--- config.mk ---
export PLATFORM = sky130hd
export DESIGN_NAME = grid_prune_engine
export DESIGN_NICKNAME = d
export VERILOG_FILES = /design/src/rtl/grid_prune_engine_pkg.sv /design/src/rtl/grid_prune_engine_prune_row.sv /design/src/rtl/grid_prune_engine.sv
export SDC_FILE = /design/constraint.sdc
export NUM_CORES = 1
export LEC_CHECK = 0
export BUFFER_PORTS_ARGS = -buffer_cell sky130_fd_sc_hd__clkbuf_2
export CAP_MARGIN = 40
export CORE_UTILIZATION = 58
export DETAILED_ROUTE_END_ITERATION = 8
export GPL_TIMING_DRIVEN = 0
export PLACE_DENSITY = 0.75
export SLEW_MARGIN = 20
export SYNTH_ARGS = -nofsm -noshare
export SYNTH_HDL_FRONTEND = slang
export SYNTH_HIERARCHICAL = 1
export SYNTH_SLANG_ARGS = --single-unit
--- constraint.sdc ---
create_clock -name clk -period 12.3 [get_ports clk]
set_input_delay 0.615 -clock clk [delete_from_list [all_inputs] [get_ports clk]]
set_output_delay 0.615 -clock clk [all_outputs]
set_load 0.02 [all_outputs]
--- src/rtl/grid_prune_engine_pkg.sv ---
// Shared types and width helpers for the grid prune engine and its row pruner.
package grid_prune_engine_pkg;

  typedef enum logic [1:0] {
    IDLE = 2'd0,
    RUN  = 2'd1,
    DONE = 2'd2
  } state_t;

  // An 8-neighbour count never exceeds 8, so four bits always hold it.
  localparam int NBR_W = 4;

  function automatic int cnt_width(input int width, input int depth);
    return $clog2(width * depth + 1);
  endfunction

  function automatic int pc_width(input int max_passes);
    return $clog2(max_passes + 1);
  endfunction

  function automatic int ra_width(input int depth);
    return (depth > 1) ? $clog2(depth) : 1;
  endfunction

endpackage

--- src/rtl/grid_prune_engine_prune_row.sv ---
// Combinational pruning of one grid row, given the rows directly above and below it.
module prune_row
  import grid_prune_engine_pkg::*;
#(
  parameter int WIDTH  = 16,
  parameter int THRESH = 4,
  localparam int RM_W  = $clog2(WIDTH + 1)
) (
  input  logic [WIDTH-1:0] prev_row,
  input  logic [WIDTH-1:0] cur_row,
  input  logic [WIDTH-1:0] next_row,
  output logic [WIDTH-1:0] new_row,
  output logic [RM_W-1:0]  removed
);

  // Zero padding on both sides so edge columns see empty neighbours.
  logic [WIDTH+1:0] prev_pad;
  logic [WIDTH+1:0] cur_pad;
  logic [WIDTH+1:0] next_pad;

  assign prev_pad = {1'b0, prev_row, 1'b0};
  assign cur_pad  = {1'b0, cur_row, 1'b0};
  assign next_pad = {1'b0, next_row, 1'b0};

  // Count neighbours per column, clear sparse occupied cells and tally the removals.
  always_comb begin
    logic [NBR_W-1:0] nbr;
    nbr     = '0;
    new_row = '0;
    removed = '0;
    for (int j = 0; j < WIDTH; j++) begin
      nbr = NBR_W'(prev_pad[j]) + NBR_W'(prev_pad[j+1]) + NBR_W'(prev_pad[j+2]) +
            NBR_W'(cur_pad[j])  + NBR_W'(cur_pad[j+2])  +
            NBR_W'(next_pad[j]) + NBR_W'(next_pad[j+1]) + NBR_W'(next_pad[j+2]);
      new_row[j] = cur_row[j] && (nbr >= NBR_W'(THRESH));
      removed    = removed + RM_W'(cur_row[j] & ~new_row[j]);
    end
  end

endmodule

--- src/rtl/grid_prune_engine.sv ---
// Iterative occupancy-grid pruner: loads rows, prunes one row per cycle, reports totals.
module grid_prune_engine
  import grid_prune_engine_pkg::*;
#(
  parameter int WIDTH       = 16,
  parameter int DEPTH       = 16,
  parameter int THRESH      = 4,
  parameter int MAX_PASSES  = 255,
  localparam int CNT_W      = cnt_width(WIDTH, DEPTH),
  localparam int PC_W       = pc_width(MAX_PASSES),
  localparam int RA_W       = ra_width(DEPTH)
) (
  input  logic             clk,
  input  logic             rst,
  input  logic             load_valid,
  output logic             load_ready,
  input  logic [WIDTH-1:0] load_row,
  input  logic             start,
  input  logic             mode,
  input  logic             clear,
  output logic             busy,
  output logic             done,
  output logic             converged,
  output logic             limited,
  output logic [CNT_W-1:0] total_count,
  output logic [CNT_W-1:0] first_pass_count,
  output logic [PC_W-1:0]  pass_count,
  input  logic [RA_W-1:0]  rd_addr,
  output logic [WIDTH-1:0] rd_row
);

  localparam int PTR_W = $clog2(DEPTH + 1);
  localparam int RM_W  = $clog2(WIDTH + 1);
  localparam logic [PTR_W-1:0] PTR_FULL   = PTR_W'(DEPTH);
  localparam logic [RA_W-1:0]  LAST_ROW   = RA_W'(DEPTH - 1);
  localparam logic [RA_W:0]    DEPTH_EXT  = (RA_W + 1)'(DEPTH);
  localparam logic [PC_W-1:0]  PASS_LIMIT = PC_W'(MAX_PASSES);

  state_t           state_q, state_d;
  logic [WIDTH-1:0] grid_q [DEPTH];
  logic [WIDTH-1:0] grid_d [DEPTH];
  logic [PTR_W-1:0] ptr_q, ptr_d;
  logic [RA_W-1:0]  row_q, row_d;
  logic [WIDTH-1:0] prev_q, prev_d;
  logic             mode_q, mode_d;
  logic [CNT_W-1:0] pass_rm_q, pass_rm_d;
  logic [CNT_W-1:0] total_q, total_d;
  logic [CNT_W-1:0] first_q, first_d;
  logic [PC_W-1:0]  pass_cnt_q, pass_cnt_d;
  logic             converged_q, converged_d;
  logic             limited_q, limited_d;

  logic [WIDTH-1:0] cur_row;
  logic [WIDTH-1:0] next_row;
  logic [WIDTH-1:0] new_row;
  logic [RM_W-1:0]  row_removed;
  logic [CNT_W-1:0] pass_removed;
  logic [PC_W-1:0]  pass_cnt_inc;

  // Row r is overwritten only after r+1 has been read, so cur/next are still pre-pass values;
  // prev_q keeps the pre-pass copy of row r-1.
  assign cur_row      = grid_q[row_q];
  assign next_row     = (row_q == LAST_ROW) ? '0 : grid_q[row_q + 1'b1];
  assign pass_removed = pass_rm_q + CNT_W'(row_removed);
  assign pass_cnt_inc = pass_cnt_q + 1'b1;

  prune_row #(
    .WIDTH  (WIDTH),
    .THRESH (THRESH)
  ) u_prune_row (
    .prev_row (prev_q),
    .cur_row  (cur_row),
    .next_row (next_row),
    .new_row  (new_row),
    .removed  (row_removed)
  );

  assign load_ready       = (state_q == IDLE) && (ptr_q < PTR_FULL);
  assign busy             = (state_q == RUN);
  assign done             = (state_q == DONE);
  assign converged        = converged_q;
  assign limited          = limited_q;
  assign total_count      = total_q;
  assign first_pass_count = first_q;
  assign pass_count       = pass_cnt_q;
  assign rd_row           = ({1'b0, rd_addr} < DEPTH_EXT) ? grid_q[rd_addr] : '0;

  // Next-state logic for the load / run / done sequencer and its counters.
  always_comb begin
    state_d     = state_q;
    grid_d      = grid_q;
    ptr_d       = ptr_q;
    row_d       = row_q;
    prev_d      = prev_q;
    mode_d      = mode_q;
    pass_rm_d   = pass_rm_q;
    total_d     = total_q;
    first_d     = first_q;
    pass_cnt_d  = pass_cnt_q;
    converged_d = converged_q;
    limited_d   = limited_q;

    case (state_q)
      IDLE: begin
        if (load_valid && load_ready) begin
          grid_d[ptr_q[RA_W-1:0]] = load_row;
          ptr_d                   = ptr_q + 1'b1;
        end
        if (start && (ptr_q == PTR_FULL)) begin
          state_d     = RUN;
          mode_d      = mode;
          row_d       = '0;
          prev_d      = '0;
          pass_rm_d   = '0;
          total_d     = '0;
          first_d     = '0;
          pass_cnt_d  = '0;
          converged_d = 1'b0;
          limited_d   = 1'b0;
        end
      end

      RUN: begin
        grid_d[row_q] = new_row;
        prev_d        = cur_row;
        if (row_q == LAST_ROW) begin
          pass_cnt_d = pass_cnt_inc;
          total_d    = total_q + pass_removed;
          if (pass_cnt_q == '0) begin
            first_d = pass_removed;
          end
          row_d     = '0;
          prev_d    = '0;
          pass_rm_d = '0;
          if (pass_removed == '0) begin
            converged_d = 1'b1;
            state_d     = DONE;
          end else if (!mode_q) begin
            state_d = DONE;
          end else if (pass_cnt_inc == PASS_LIMIT) begin
            limited_d = 1'b1;
            state_d   = DONE;
          end
        end else begin
          row_d     = row_q + 1'b1;
          pass_rm_d = pass_removed;
        end
      end

      DONE: begin
        if (clear) begin
          state_d     = IDLE;
          ptr_d       = '0;
          total_d     = '0;
          first_d     = '0;
          pass_cnt_d  = '0;
          converged_d = 1'b0;
          limited_d   = 1'b0;
        end
      end

      default: begin
        state_d = IDLE;
      end
    endcase
  end

  // State, grid and counter registers; reset empties the grid and abandons any run.
  always_ff @(posedge clk or posedge rst) begin
    if (rst) begin
      state_q <= IDLE;
      for (int i = 0; i < DEPTH; i++) begin
        grid_q[i] <= '0;
      end
      ptr_q       <= '0;
      row_q       <= '0;
      prev_q      <= '0;
      mode_q      <= 1'b0;
      pass_rm_q   <= '0;
      total_q     <= '0;
      first_q     <= '0;
      pass_cnt_q  <= '0;
      converged_q <= 1'b0;
      limited_q   <= 1'b0;
    end else begin
      state_q     <= state_d;
      grid_q      <= grid_d;
      ptr_q       <= ptr_d;
      row_q       <= row_d;
      prev_q      <= prev_d;
      mode_q      <= mode_d;
      pass_rm_q   <= pass_rm_d;
      total_q     <= total_d;
      first_q     <= first_d;
      pass_cnt_q  <= pass_cnt_d;
      converged_q <= converged_d;
      limited_q   <= limited_d;
    end
  end

endmodule

==> flow_metrics.env <==
export IMPL_yosysTopAreaCell="sky130_fd_sc_hd__dfrtp_1"
export IMPL_final_hold_viol_count=0
export IMPL_min_period_ns=11.98
export IMPL_grt_pass1_vias=21030
export IMPL_cp_end_kind="flip-flop"
export IMPL_mappedNetlistNets=2380
export IMPL_outcome="finished clean"
export IMPL_grt_setup_unrepaired="no"
export IMPL_synth_most_common_cell="sky130_fd_sc_hd__dfrtp_1"
export IMPL_insertion_delay_of_the_later_clocked_pin_in_the_worst_skew_pair_ns=0.60
export IMPL_synth_top_area_share=0.3403
export IMPL_cts_buffers=39
export IMPL_criticalPathCategory="flip-flop to flip-flop"
export IMPL_grt_pass1_wl_um=130700
export IMPL_fin_nets=2486
export IMPL_die_width_um=203.7
export IMPL_timing_final_crit_share=0.9742
export IMPL_drt_first_iter_violations=3064
export IMPL_timing_hold_worst_class="input port to asynchronous set/reset pin"
export IMPL_max_slew_worst_pin_slew_ns=0.8965
export IMPL_area_contributors_post_synth="sky130_fd_sc_hd__dfrtp_1 (34%), sky130_fd_sc_hd__mux4_2 (21%), sky130_fd_sc_hd__a22oi_1 (7.4%)"
export IMPL_finalSetupViolations=0
export IMPL_placedCellCount=2822
export IMPL_gp_routability_congestion=1.063
export IMPL_cts_clk_slew_worst_paths_ns=0.07
export IMPL_final_max_slew_viol_count=0
export IMPL_tritoncts_num_sinks=321
export IMPL_synthesis_instances=2236
export IMPL_number_of_register_bits_inferred_by_synthesis=321
export IMPL_routed_via_density=7.215
export IMPL_finClkSkew_ns=0.03527
export IMPL_finalCoreUtilization=0.6559
export IMPL_seq_area_frac_synth=0.3403
export IMPL_route_final_wire_length_um=86930
export IMPL_die_height_um=203.7
export IMPL_cts_tree="done"
export IMPL_antenna_violating_nets_post_route=0
export IMPL_netlist_top_cells_count="sky130_fd_sc_hd__dfrtp_1 (321), sky130_fd_sc_hd__nor2_1 (285), sky130_fd_sc_hd__a21oi_1 (259)"
export IMPL_timing_max_slew_rel_slack=0.3987
export IMPL_yosys_warnings=6
export IMPL_average_routed_wire_per_standard_cell_um=29.99
export IMPL_critical_path_slowest_cell="sky130_fd_sc_hd__fa_1"
export IMPL_grt_overflow_total=0
export IMPL_place_hpwl_um=67440
export IMPL_ctsRootBufferMaster="sky130_fd_sc_hd__clkbuf_16"
export IMPL_crit_path_start_kind="flip-flop"
export IMPL_cts_max_level=2
export IMPL_die_footprint_um2=41510
export IMPL_max_clock_path_buffers=3
export IMPL_synth_edf_count=0
export IMPL_postCtsSetupBuffers=0
export IMPL_start_util=0.5914
export IMPL_grt_start_max_net_pins=103
export IMPL_grt_antenna_before_repair=4
export IMPL_floorplan_core_area_um2=39910
export IMPL_synth_cell_types=64
export IMPL_vias=20920
export IMPL_worst_path_largest_cell_delay_ns=0.53
export IMPL_layout_area_overhead_vs_synth_pct=10.90
export IMPL_path_max_fanout=11
export IMPL_crit_path_frequent_cell="sky130_fd_sc_hd__fa_1"
export IMPL_portBuffers=52
export IMPL_post_route_cells_drive_above_1_share=0.2069
export IMPL_maxCapViolCount=0
export IMPL_async_flop_share=1.000
export IMPL_syn_mean_instance_area_um2=10.56
export IMPL_crit_arrival_ns=12.47
export IMPL_postSynth_topFlopCell="sky130_fd_sc_hd__dfrtp_1"
export IMPL_num_rows=73
export IMPL_gr_usage_all_layers=0.4295
export IMPL_synth_area_um2=23610
export IMPL_worstPathRequired_ns=12.79
export IMPL_drcViolationCount=0
export IMPL_first_pass_iters=6
export IMPL_max_freq_ghz=0.08346
export IMPL_stdcell_count=2899
export IMPL_io_pin_count=73
worst paths after layout:
check,start,end,slack [ns],cells after the start
min reg2reg,converged,converged,0.50,2
min in group clk,mode,mode_q,0.28,2
max,row_q[0],total_count[8],0.32,44
min,rst,grid_q[189],0.02,2
max in group asynchronous,rst,prev_q[1],11.39,3
max reg2reg,row_q[0],total_count[8],0.32,44
critical path, delay by kind of cell, from the launching register on:
family | cells | cell delay, ns
and+or+nand+nor | 7 | 1.29
buffers and inverters | 16 | 2.71
muxes | 2 | 0.68
adders and majority gates | 13 | 5.41
DFF | 1 | 0.41
AOI/OAI and AO/OA | 6 | 1.36
flip-flops by register name, summed over array words and instances, names as in the netlist:
name,count
state_q,2
row_q,4
first_pass_count,9
mode_q,1
pass_rm_q,9
prev_q,16
total_count,9
ptr_q,5
converged,1
pass_count,8
limited,1
grid_q,256
stage by stage:
step | hold slack [ns] | setup TNS [ns] | instance area (um2) | setup WS, ns
6_report | 0.02004 | 0 | 26180 | 0.3177
5_1_grt | 0.06084 | 0 | 26180 | 0.01076
4_1_cts | 0.02413 | 0 | 26100 | 0.01147
3_5_place_dp | 0.4866 | -1.942 | 24670 | -0.8227
3_3_place_gp | 0.4755 | -320.27 | 24520 | -1.027
2_1_floorplan | 0.4729 | 0 | 23610 | 1.636
cell type report:
| cell class | instances | area (um2) |
|---|---|---|
| inverters | 114 | 435.4 |
| fillers | 3138 | 13740 |
| clock buffers | 51 | 1112 |
| repair buffers | 65 | 440.4 |
| flip-flops and latches | 321 | 8033 |
| diodes | 1 | 2.502 |
| well taps | 525 | 656.9 |
| plain buffers | 257 | 1225 |
| clock inverters | 21 | 290.3 |
| multi-input cells | 1544 | 13980 |
cell families (layout without fill, tap and decap cells):
kind of cell / count (synthesis) / in the layout / share of synthesized area
and+or+nand+nor: 488 / 488 / 0.09393
muxes: 243 / 243 / 0.2218
AOI/OAI and AO/OA: 680 / 680 / 0.1901
DFF: 321 / 321 / 0.3403
buffers and inverters: 371 / 508 / 0.06891
adders and majority gates: 118 / 118 / 0.07940
xor gates and xnor gates: 15 / 15 / 0.005565
other: 0 / 1 / 0
layer usage:
metal | global-route usage | wire, um
met1 | 0.5626 | 31660
met2 | 0.6561 | 39360
met3 | 0.1416 | 12000
met4 | 0.1829 | 3861
met5 | 0 | 56
what timing repair did:
action                                  CTS  global route
gates cloned                              0             0
hold buffers                              0             0
gates resized for setup                   9            14
endpoints found under the setup margin    5             3
cells in the final DEF (no fill, tap or decap), types with 6 or more instances in the layout:
master	Yosys	layout
sky130_fd_sc_hd__nor3b_1	6	6
sky130_fd_sc_hd__inv_1	113	112
sky130_fd_sc_hd__clkbuf_8	0	7
sky130_fd_sc_hd__a211oi_2	2	6
sky130_fd_sc_hd__and2_1	49	49
sky130_fd_sc_hd__a22o_1	49	49
sky130_fd_sc_hd__mux2i_1	18	18
sky130_fd_sc_hd__a211oi_1	34	30
sky130_fd_sc_hd__a21oi_1	259	259
sky130_fd_sc_hd__buf_4	18	22
sky130_fd_sc_hd__nor2b_1	28	28
sky130_fd_sc_hd__clkbuf_16	0	40
sky130_fd_sc_hd__buf_1	28	29
sky130_fd_sc_hd__and3_1	10	10
sky130_fd_sc_hd__nand2_1	59	59
sky130_fd_sc_hd__a22oi_1	234	234
sky130_fd_sc_hd__bufinv_16	0	6
sky130_fd_sc_hd__clkbuf_2	0	54
sky130_fd_sc_hd__mux4_2	224	224
sky130_fd_sc_hd__xor2_1	10	10
sky130_fd_sc_hd__a21o_1	8	8
sky130_fd_sc_hd__ha_1	65	65
sky130_fd_sc_hd__a221o_1	8	8
sky130_fd_sc_hd__dfrtp_1	321	321
sky130_fd_sc_hd__a32oi_1	14	14
sky130_fd_sc_hd__nor2_1	285	285
sky130_fd_sc_hd__buf_2	89	84
sky130_fd_sc_hd__nor3_1	6	6
sky130_fd_sc_hd__nand3_1	20	20
sky130_fd_sc_hd__o21ai_0	40	39
sky130_fd_sc_hd__buf_6	3	10
sky130_fd_sc_hd__fa_1	53	53
sky130_fd_sc_hd__clkbuf_1	117	118
sky130_fd_sc_hd__clkinv_2	0	6
Power is left out: the tool's default activity adds up to more than one toggle a clock period on the data nets, which glitch-free logic cannot reach.
